--- src/rtl/alu_arbiter_if.sv ---
// Request/grant and result handshake bundle between the issue logic and alu_arbiter.
// master = requesters plus result consumer; slave = the arbiter.
interface alu_arbiter_if #(
  parameter int unsigned WIDTH = 32
);
  logic             req0;
  logic             req1;
  logic [3:0]       funct0;
  logic [3:0]       funct1;
  logic [WIDTH-1:0] a0;
  logic [WIDTH-1:0] b0;
  logic [WIDTH-1:0] a1;
  logic [WIDTH-1:0] b1;
  logic             gnt0;
  logic             gnt1;
  logic             res_valid;
  logic             res_ready;
  logic [WIDTH-1:0] res_data;
  logic             res_zero;
  logic             res_id;

  modport master (
    output req0, req1, funct0, funct1, a0, b0, a1, b1, res_ready,
    input  gnt0, gnt1, res_valid, res_data, res_zero, res_id
  );

  modport slave (
    input  req0, req1, funct0, funct1, a0, b0, a1, b1, res_ready,
    output gnt0, gnt1, res_valid, res_data, res_zero, res_id
  );
endinterface

--- src/rtl/alu_arbiter.sv ---
// Shares one combinational ALU between two requesters: IDLE -> EXEC -> HOLD per operation.
// Define ALU_ARB_RR_EN for round-robin tie-breaking; otherwise lane 0 has fixed priority.
module alu_arbiter #(
  parameter int unsigned WIDTH = 32
) (
  input  logic             clk,
  input  logic             reset,
  alu_arbiter_if.slave     bus,
  output logic [3:0]       alu_funct,
  output logic [WIDTH-1:0] alu_data1,
  output logic [WIDTH-1:0] alu_data2,
  input  logic [WIDTH-1:0] alu_out,
  input  logic             alu_zero,
  output logic             busy
);

  typedef enum logic [1:0] {StIdle, StExec, StHold} state_e;

  state_e           state_q, state_d;
  logic [3:0]       op_funct_q, op_funct_d;
  logic [WIDTH-1:0] op_a_q, op_a_d;
  logic [WIDTH-1:0] op_b_q, op_b_d;
  logic             op_id_q, op_id_d;
  logic             res_valid_q, res_valid_d;
  logic [WIDTH-1:0] res_data_q, res_data_d;
  logic             res_zero_q, res_zero_d;
  logic             res_id_q, res_id_d;
  logic             pick1;
  logic             grant;

`ifdef ALU_ARB_RR_EN
  logic last_q, last_d;

  // last_q = lane granted most recently; the other lane wins a tie.
  assign pick1 = bus.req1 & (~bus.req0 | ~last_q);

  always_ff @(posedge clk or posedge reset) begin
    if (reset) begin
      last_q <= 1'b1;
    end else begin
      last_q <= last_d;
    end
  end

  always_comb begin
    last_d = last_q;
    if (grant) begin
      last_d = pick1;
    end
  end
`else
  assign pick1 = bus.req1 & ~bus.req0;
`endif

  always_comb begin
    bus.gnt0 = (state_q == StIdle) & bus.req0 & ~pick1;
    bus.gnt1 = (state_q == StIdle) & pick1;
    grant    = bus.gnt0 | bus.gnt1;
  end

  always_comb begin
    state_d     = state_q;
    op_funct_d  = op_funct_q;
    op_a_d      = op_a_q;
    op_b_d      = op_b_q;
    op_id_d     = op_id_q;
    res_valid_d = res_valid_q;
    res_data_d  = res_data_q;
    res_zero_d  = res_zero_q;
    res_id_d    = res_id_q;
    case (state_q)
      StIdle: begin
        if (grant) begin
          op_funct_d = pick1 ? bus.funct1 : bus.funct0;
          op_a_d     = pick1 ? bus.a1 : bus.a0;
          op_b_d     = pick1 ? bus.b1 : bus.b0;
          op_id_d    = pick1;
          state_d    = StExec;
        end
      end
      StExec: begin
        res_data_d  = alu_out;
        res_zero_d  = alu_zero;
        res_id_d    = op_id_q;
        res_valid_d = 1'b1;
        state_d     = StHold;
      end
      StHold: begin
        if (bus.res_ready) begin
          res_valid_d = 1'b0;
          state_d     = StIdle;
        end
      end
      default: state_d = StIdle;
    endcase
  end

  always_ff @(posedge clk or posedge reset) begin
    if (reset) begin
      state_q     <= StIdle;
      op_funct_q  <= 4'b0000;
      op_a_q      <= '0;
      op_b_q      <= '0;
      op_id_q     <= 1'b0;
      res_valid_q <= 1'b0;
      res_data_q  <= '0;
      res_zero_q  <= 1'b0;
      res_id_q    <= 1'b0;
    end else begin
      state_q     <= state_d;
      op_funct_q  <= op_funct_d;
      op_a_q      <= op_a_d;
      op_b_q      <= op_b_d;
      op_id_q     <= op_id_d;
      res_valid_q <= res_valid_d;
      res_data_q  <= res_data_d;
      res_zero_q  <= res_zero_d;
      res_id_q    <= res_id_d;
    end
  end

  // The ALU sees only zeros outside EXEC so its idle output is never meaningful.
  always_comb begin
    alu_funct = 4'b0000;
    alu_data1 = '0;
    alu_data2 = '0;
    if (state_q == StExec) begin
      alu_funct = op_funct_q;
      alu_data1 = op_a_q;
      alu_data2 = op_b_q;
    end
  end

  assign busy          = (state_q != StIdle);
  assign bus.res_valid = res_valid_q;
  assign bus.res_data  = res_data_q;
  assign bus.res_zero  = res_zero_q;
  assign bus.res_id    = res_id_q;

endmodule
--- src/flat_wrapper.sv ---
// flat-port wrapper written by rule: the top's interface ports become plain ports
module alu_arbiter_flat 
#(
  parameter int unsigned WIDTH = 32
)
  (clk, reset, alu_funct, alu_data1, alu_data2, alu_out, alu_zero, busy, bus_req0, bus_req1, bus_funct0, bus_funct1, bus_a0, bus_b0, bus_a1, bus_b1, bus_res_ready, bus_gnt0, bus_gnt1, bus_res_valid, bus_res_data, bus_res_zero, bus_res_id);
  alu_arbiter_if #(.WIDTH(WIDTH)) bus_i ();
  input  logic clk;
  input  logic reset;
  output logic [3:0] alu_funct;
  output logic [WIDTH-1:0] alu_data1;
  output logic [WIDTH-1:0] alu_data2;
  input  logic [WIDTH-1:0] alu_out;
  input  logic alu_zero;
  output logic busy;
  input wire logic [$bits(bus_i.req0)-1:0] bus_req0;
  input wire logic [$bits(bus_i.req1)-1:0] bus_req1;
  input wire logic [$bits(bus_i.funct0)-1:0] bus_funct0;
  input wire logic [$bits(bus_i.funct1)-1:0] bus_funct1;
  input wire logic [$bits(bus_i.a0)-1:0] bus_a0;
  input wire logic [$bits(bus_i.b0)-1:0] bus_b0;
  input wire logic [$bits(bus_i.a1)-1:0] bus_a1;
  input wire logic [$bits(bus_i.b1)-1:0] bus_b1;
  input wire logic [$bits(bus_i.res_ready)-1:0] bus_res_ready;
  output wire logic [$bits(bus_i.gnt0)-1:0] bus_gnt0;
  output wire logic [$bits(bus_i.gnt1)-1:0] bus_gnt1;
  output wire logic [$bits(bus_i.res_valid)-1:0] bus_res_valid;
  output wire logic [$bits(bus_i.res_data)-1:0] bus_res_data;
  output wire logic [$bits(bus_i.res_zero)-1:0] bus_res_zero;
  output wire logic [$bits(bus_i.res_id)-1:0] bus_res_id;
  assign bus_i.req0 = bus_req0;
  assign bus_i.req1 = bus_req1;
  assign bus_i.funct0 = bus_funct0;
  assign bus_i.funct1 = bus_funct1;
  assign bus_i.a0 = bus_a0;
  assign bus_i.b0 = bus_b0;
  assign bus_i.a1 = bus_a1;
  assign bus_i.b1 = bus_b1;
  assign bus_i.res_ready = bus_res_ready;
  assign bus_gnt0 = bus_i.gnt0;
  assign bus_gnt1 = bus_i.gnt1;
  assign bus_res_valid = bus_i.res_valid;
  assign bus_res_data = bus_i.res_data;
  assign bus_res_zero = bus_i.res_zero;
  assign bus_res_id = bus_i.res_id;
  alu_arbiter #(.WIDTH(WIDTH)) u_core (.clk(clk), .reset(reset), .bus(bus_i), .alu_funct(alu_funct), .alu_data1(alu_data1), .alu_data2(alu_data2), .alu_out(alu_out), .alu_zero(alu_zero), .busy(busy));
endmodule
--- config.mk ---
export PLATFORM = sky130hd
export DESIGN_NAME = alu_arbiter_flat
export DESIGN_NICKNAME = d
export VERILOG_FILES = /design/src/rtl/alu_arbiter_if.sv /design/src/rtl/alu_arbiter.sv /design/src/flat_wrapper.sv
export SDC_FILE = /design/constraint.sdc
export NUM_CORES = 1
export LEC_CHECK = 0
export ABC_AREA = 1
export CAP_MARGIN = 5
export CORE_ASPECT_RATIO = 1.4
export CORE_MARGIN = 3
export CORE_UTILIZATION = 45
export CTS_BUF_LIST = sky130_fd_sc_hd__clkbuf_2
export CTS_CLUSTER_DIAMETER = 100
export DETAILED_ROUTE_END_ITERATION = 8
export PLACE_DENSITY = 0.95
export SYNTH_ARGS = -nofsm -noshare
export SYNTH_HDL_FRONTEND = slang
export SYNTH_SLANG_ARGS = --single-unit
--- constraint.sdc ---
create_clock -name clk -period 5.5 [get_ports clk]
set_clock_uncertainty 0.2 [all_clocks]
set_input_delay 1.1 -clock clk [delete_from_list [all_inputs] [get_ports clk]]
set_output_delay 1.1 -clock clk [all_outputs]
set_load 0.1 [all_outputs]
* Word level (Yosys, flattened, before mapping)
Index checks and enable logic that the tools add are counted.
** Cells by class
- Add/sub/neg operators :: 0
- Multiply operators :: 0
- Div/mod/pow operators :: 0
- Magnitude comparators :: 0
- Eq/ne operators :: 4
- Shifts and indexed selects :: 0
- Muxes and demuxes :: 11
- Bitwise operators :: 7
- Reductions and logical operators :: 6
** Operators with widths (count)
- two-way mux 32 bit :: 4
- two-way mux 4 bit :: 2
- case mux 2 bit (3 select lines) :: 1
- AND reduction 2 bit :: 3
- AND 1 bit :: 4
- two-way mux 2 bit :: 2
- nonzero test 2 bit :: 2
- equality test 2 x 1 -> 1 bit, second input constant :: 1
- equality test 2 bit, second input constant :: 1
- zero test 2 bit :: 1
- != test 2 x 1 -> 1 bit, second input constant :: 1
- != test 2 bit, second input constant :: 1
- NOT 1 bit :: 2
- case mux 1 bit (2 select lines) :: 1
- two-way mux 1 bit :: 1
- bitwise OR 1 bit :: 1
** Storage, ports and cells
- Flip-flop bits (word level) :: 106
- Latch bits :: 0
- Memory bits (writable) :: 0
- Memory bits (read-only) :: 0
- Word-level logic and storage cells :: 37
- Memories kept :: 0

* Depth between registers and ports, before layout
- Depth in word-level cells :: 7
- Depth in mapped cells :: 8
- Mapped depth without buffers :: 6

* Worst setup path after synthesis
Ideal clock, no wire load.
- Kind :: in2out
- From :: input port bus_req0
- To :: output port bus_gnt0
- Data arrival time :: 3.412 ns
- Path slack :: 0.788 ns
- Stages on the path :: 3
- Cells stage by stage :: inv_2 clkbuf_1 nor3_1
** On the way
- Cells in the longest elaborated chain, start to end :: 4
** Ends and longest elaborated chain
- start, declared :: RTL line flat_wrapper.sv:16 : input wire logic [$bits(bus_i.req0)-1:0] bus_req0;
- NOT 1 bit :: RTL line alu_arbiter.sv:52 : assign pick1 = bus.req1 & ~bus.req0;
- AND 1 bit :: RTL line alu_arbiter.sv:52
- NOT 1 bit :: RTL line alu_arbiter.sv:56 : bus.gnt0 = (state_q == StIdle) & bus.req0 & ~pick1;
- AND 1 bit * :: RTL line alu_arbiter.sv:56
- end, declared :: RTL line flat_wrapper.sv:25 : output wire logic [$bits(bus_i.gnt0)-1:0] bus_gnt0;
Mark *: on every way between the ends. The rest lies on a longest branch, timed or not.

* Worst setup path after layout
- From :: register u_core.state_q[1]
- To :: output port alu_data2[26]
** On the way
- Cells in the longest elaborated chain, start to end :: 2
** Ends and longest elaborated chain
- start, declared :: RTL line alu_arbiter.sv:19 : state_e state_q, state_d;
- start signal, assigned :: RTL line alu_arbiter.sv:100 : state_q <= StIdle;
- start signal, assigned :: RTL line alu_arbiter.sv:110 : state_q <= state_d;
- equality test 2 x 1 -> 1 bit :: RTL line alu_arbiter.sv:127 : if (state_q == StExec) begin
- two-way mux 32 bit :: RTL line alu_arbiter.sv:127
- end, declared :: RTL line flat_wrapper.sv:12 : output logic [WIDTH-1:0] alu_data2;
No other way between the ends.

==> results.md <==
* Fill count at about 940
* Final non-filler cell total at 1,222
* Clock buffer depth at 2
* Htree depth at 3
* Synthesized cell area at 0.00549 sq mm
* CTS buffer count at 9
* Starting density of the core at 0.462
* Fin. max-slew vios at 0
* Port Buffers at about 280
* Final hold violation count at 0
* Area Growth Syn to Fin at 50.6%
* Sequential cell area at 0.00265 sq mm
* Area taken by multi-input logic gates at approximately 0.0023 sq mm
* Number of global-route vias before repair at roughly 5,700
* Slowest-stage cell, CP: nor2_4
* Slew margin rel. at 0.211
* Hold Path Class: register to register
* VDD IR-drop max at 345 uV
* CTS resizes at 0
* Most Frequent Cell on Critical Path: buf_4
* Clk Latency, worst-skew pair at 0.60 ns
* Final min period at 4.13 ns
* Commonest non-fill, non-tap cell in the layout: nand2_1
* Critical path, cell by cell: nor2_4, clkinv_2, buf_4, nor2_1, buf_4
* First-pass GRT wire length at 27,200 microns
* Worst Path Buf+Inv at 3
* Netlist cell types at 15
* Top-Level Pins at 280
* Required time of the worst setup path at 4.20 ns
* Asr flop ratio synth at 1.00
* Antenna violations before repair at 1
* # hold bufs at CTS at 0
* RSZ-0062 raised after global routing: no
* Final worst-path cycle share at 0.751
* CTS tree: done
* Run status: completed
* Placed cells at 1,205
* GPL Wtd Cong at 0.919
* Share of cells above drive strength 1 at 0.0968
* Placed cell area at 0.00813 sq mm
* Total negative setup slack at 0 ns
* Number of synthesized flops with an enable pin at 0
* Post-Syn Instances at a little over 800
* Routed Antenna Nets at 0
* Most frequent cells in the layout: nand2_1 (441), clkdlybuf4s50_1 (208), dfrtp_1 (106)
* Category of the most critical setup path: register to output pin
* Detailed Routing Iterations Pass 1 at 4
* Delay-heaviest family, CP: simple AND/OR/NAND/NOR gates
* Total Wirelength at between 15,000 and 20,000 microns
* Number of remaining DRC errors at 0
* Clk sinks at about 110
* Setup Buffers After CTS at 0
* Design area at 0.00827 sq mm
* Hpwl dp at 12,600 microns
* Synth Register Bits at 106
* Vias per cell at 4.82
* Die Wd at 99.4 microns
* Die ar. at 0.0136 sq mm
* CP endpoint kind: output pin
* Largest net degree at the start of global routing at 70
* Arrival @ worst endpoint at 2.83 ns
* Die H at 137 microns
* Leak at 0.00451 uW
* Sequential share of the synthesized area at 0.483
* Yosys warns at 0
* Total of max-cap violations at 0
* CP peak stage delay at 0.69 ns
* Startpoint Class: register
* GRT Total Usage at 0.251
* Clock transition at path regs at between 0.2 and 0.3 ns
* 1st-iter DRT viols at 289
* Syn_area_per_cell at 6.69 sq um
* Ys flop type: dfrtp_1
* Root Driver: clkbuf_2
* Critical path peak fanout at 58
* Row count at 47
* WL per Instance at between 10 and 15 microns
* Final Setup Violations at 0
* Vias at 5,891
* FMAX at 0.242 GHz
* Pwr/cell area at 666 mW/mm^2
* Least-Margin Pin Slew at 1.18 ns
* GR Overflow Total at 0
* Nets at 1,243
* Core area at 0.0119 sq mm
* Post-Syn Nets at 995
worst register-to-register path: stages, from the launching register on:
cell and delay [ns]:
dfrtp_1 0.54, nor2_2 0.22, o21ai_4 0.08, buf_4 0.36, inv_2 0.96, nand2_1 0.18, nand2_1 0.11
synth_stat cells, types with 4 or more instances:
master,count,share of area
clkbuf_1,26,0.018
dfrtp_1,106,0.48
nor2_1,68,0.046
o21ai_0,4,0.0036
buf_4,4,0.0055
buf_2,19,0.017
inv_2,4,0.0027
nand2_1,442,0.30
inv_1,73,0.050
nand3_1,70,0.064
final cells by class:
| type | count | area share |
|---|---|---|
| Timing Repair Buffer | 287 | 0.323 |
| Inverter | 77 | 0.0354 |
| Antenna cell | 1 | 0.000303 |
| Sequential cell | 106 | 0.321 |
| Multi-Input combinational cell | 588 | 0.281 |
| Clock buffer | 11 | 0.00666 |
| Clock inverter | 5 | 0.0103 |
| Tap cell | 147 | 0.0222 |
cell families after synthesis:
logic type,count (synthesis),share of synthesized area
AO/OA/AOI/OAI,5,0.00524
buffers and inverters,127,0.0952
flip-flops,106,0.483
AND/OR/NAND/NOR,583,0.416
stage by stage:
stage,total power [uW],worst slack (ns),utilization,hold WS [ns]
global route,5800,1.12,0.696,0.340
floorplan,4230,0.788,-,0.249
global placement,5050,1.76,0.684,0.252
CTS,5530,1.34,0.696,0.314
detailed placement,5110,1.67,0.684,0.257
finish,5500,1.37,0.696,0.308
routing by layer:
layer,vias to the layer above,global-route usage,part of all wire
met3,50,0.0505,0.070
li1,2929,-,-
met5,-,0,0
met2,253,0.441,0.52
met1,2659,0.290,0.36
met4,0,0.126,0.043
path summary, 6_finish.rpt:
kind | startpoint | cells past startpoint | end | slack [ns]
worst max-delay path | u_core.state_q[1]$_DFFE_PP0P_ | 5 | alu_data2[26] | 1.37
worst min-delay path | u_core.bus.res_data[9]$_DFFE_PP0P_ | 2 | u_core.bus.res_data[9]$_DFFE_PP0P_ | 0.31
worst max register to register | u_core.state_q[1]$_DFFE_PP0P_ | 6 | u_core.op_b_q[12]$_DFFE_PP0P_ | 2.79
worst min register to register | u_core.bus.res_data[9]$_DFFE_PP0P_ | 2 | u_core.bus.res_data[9]$_DFFE_PP0P_ | 0.31
max in group asynchronous | reset | 3 | u_core.op_a_q[13]$_DFFE_PP0P_ | 3.21
min in group asynchronous | reset | 2 | u_core.bus.res_data[25]$_DFFE_PP0P_ | 0.77
report_power, final:
group / total [uW] / internal [uW] / switching, uW
registers: 1350 / 1150 / 205
logic: 3730 / 809 / 2920
clock network: 420 / 157 / 263
total: 5500 / 2120 / 3390
sequential cells by signal, indices dropped and copies added, names as in the netlist:
register,count
u_core.bus.res_data,32
u_core.op_a_q,32
u_core.op_b_q,32
u_core.op_funct_q,4
u_core.state_q,2
u_core.bus.res_id,1
u_core.bus.res_valid,1
u_core.bus.res_zero,1
u_core.op_id_q,1
Power figures use the tool's default switching activity.
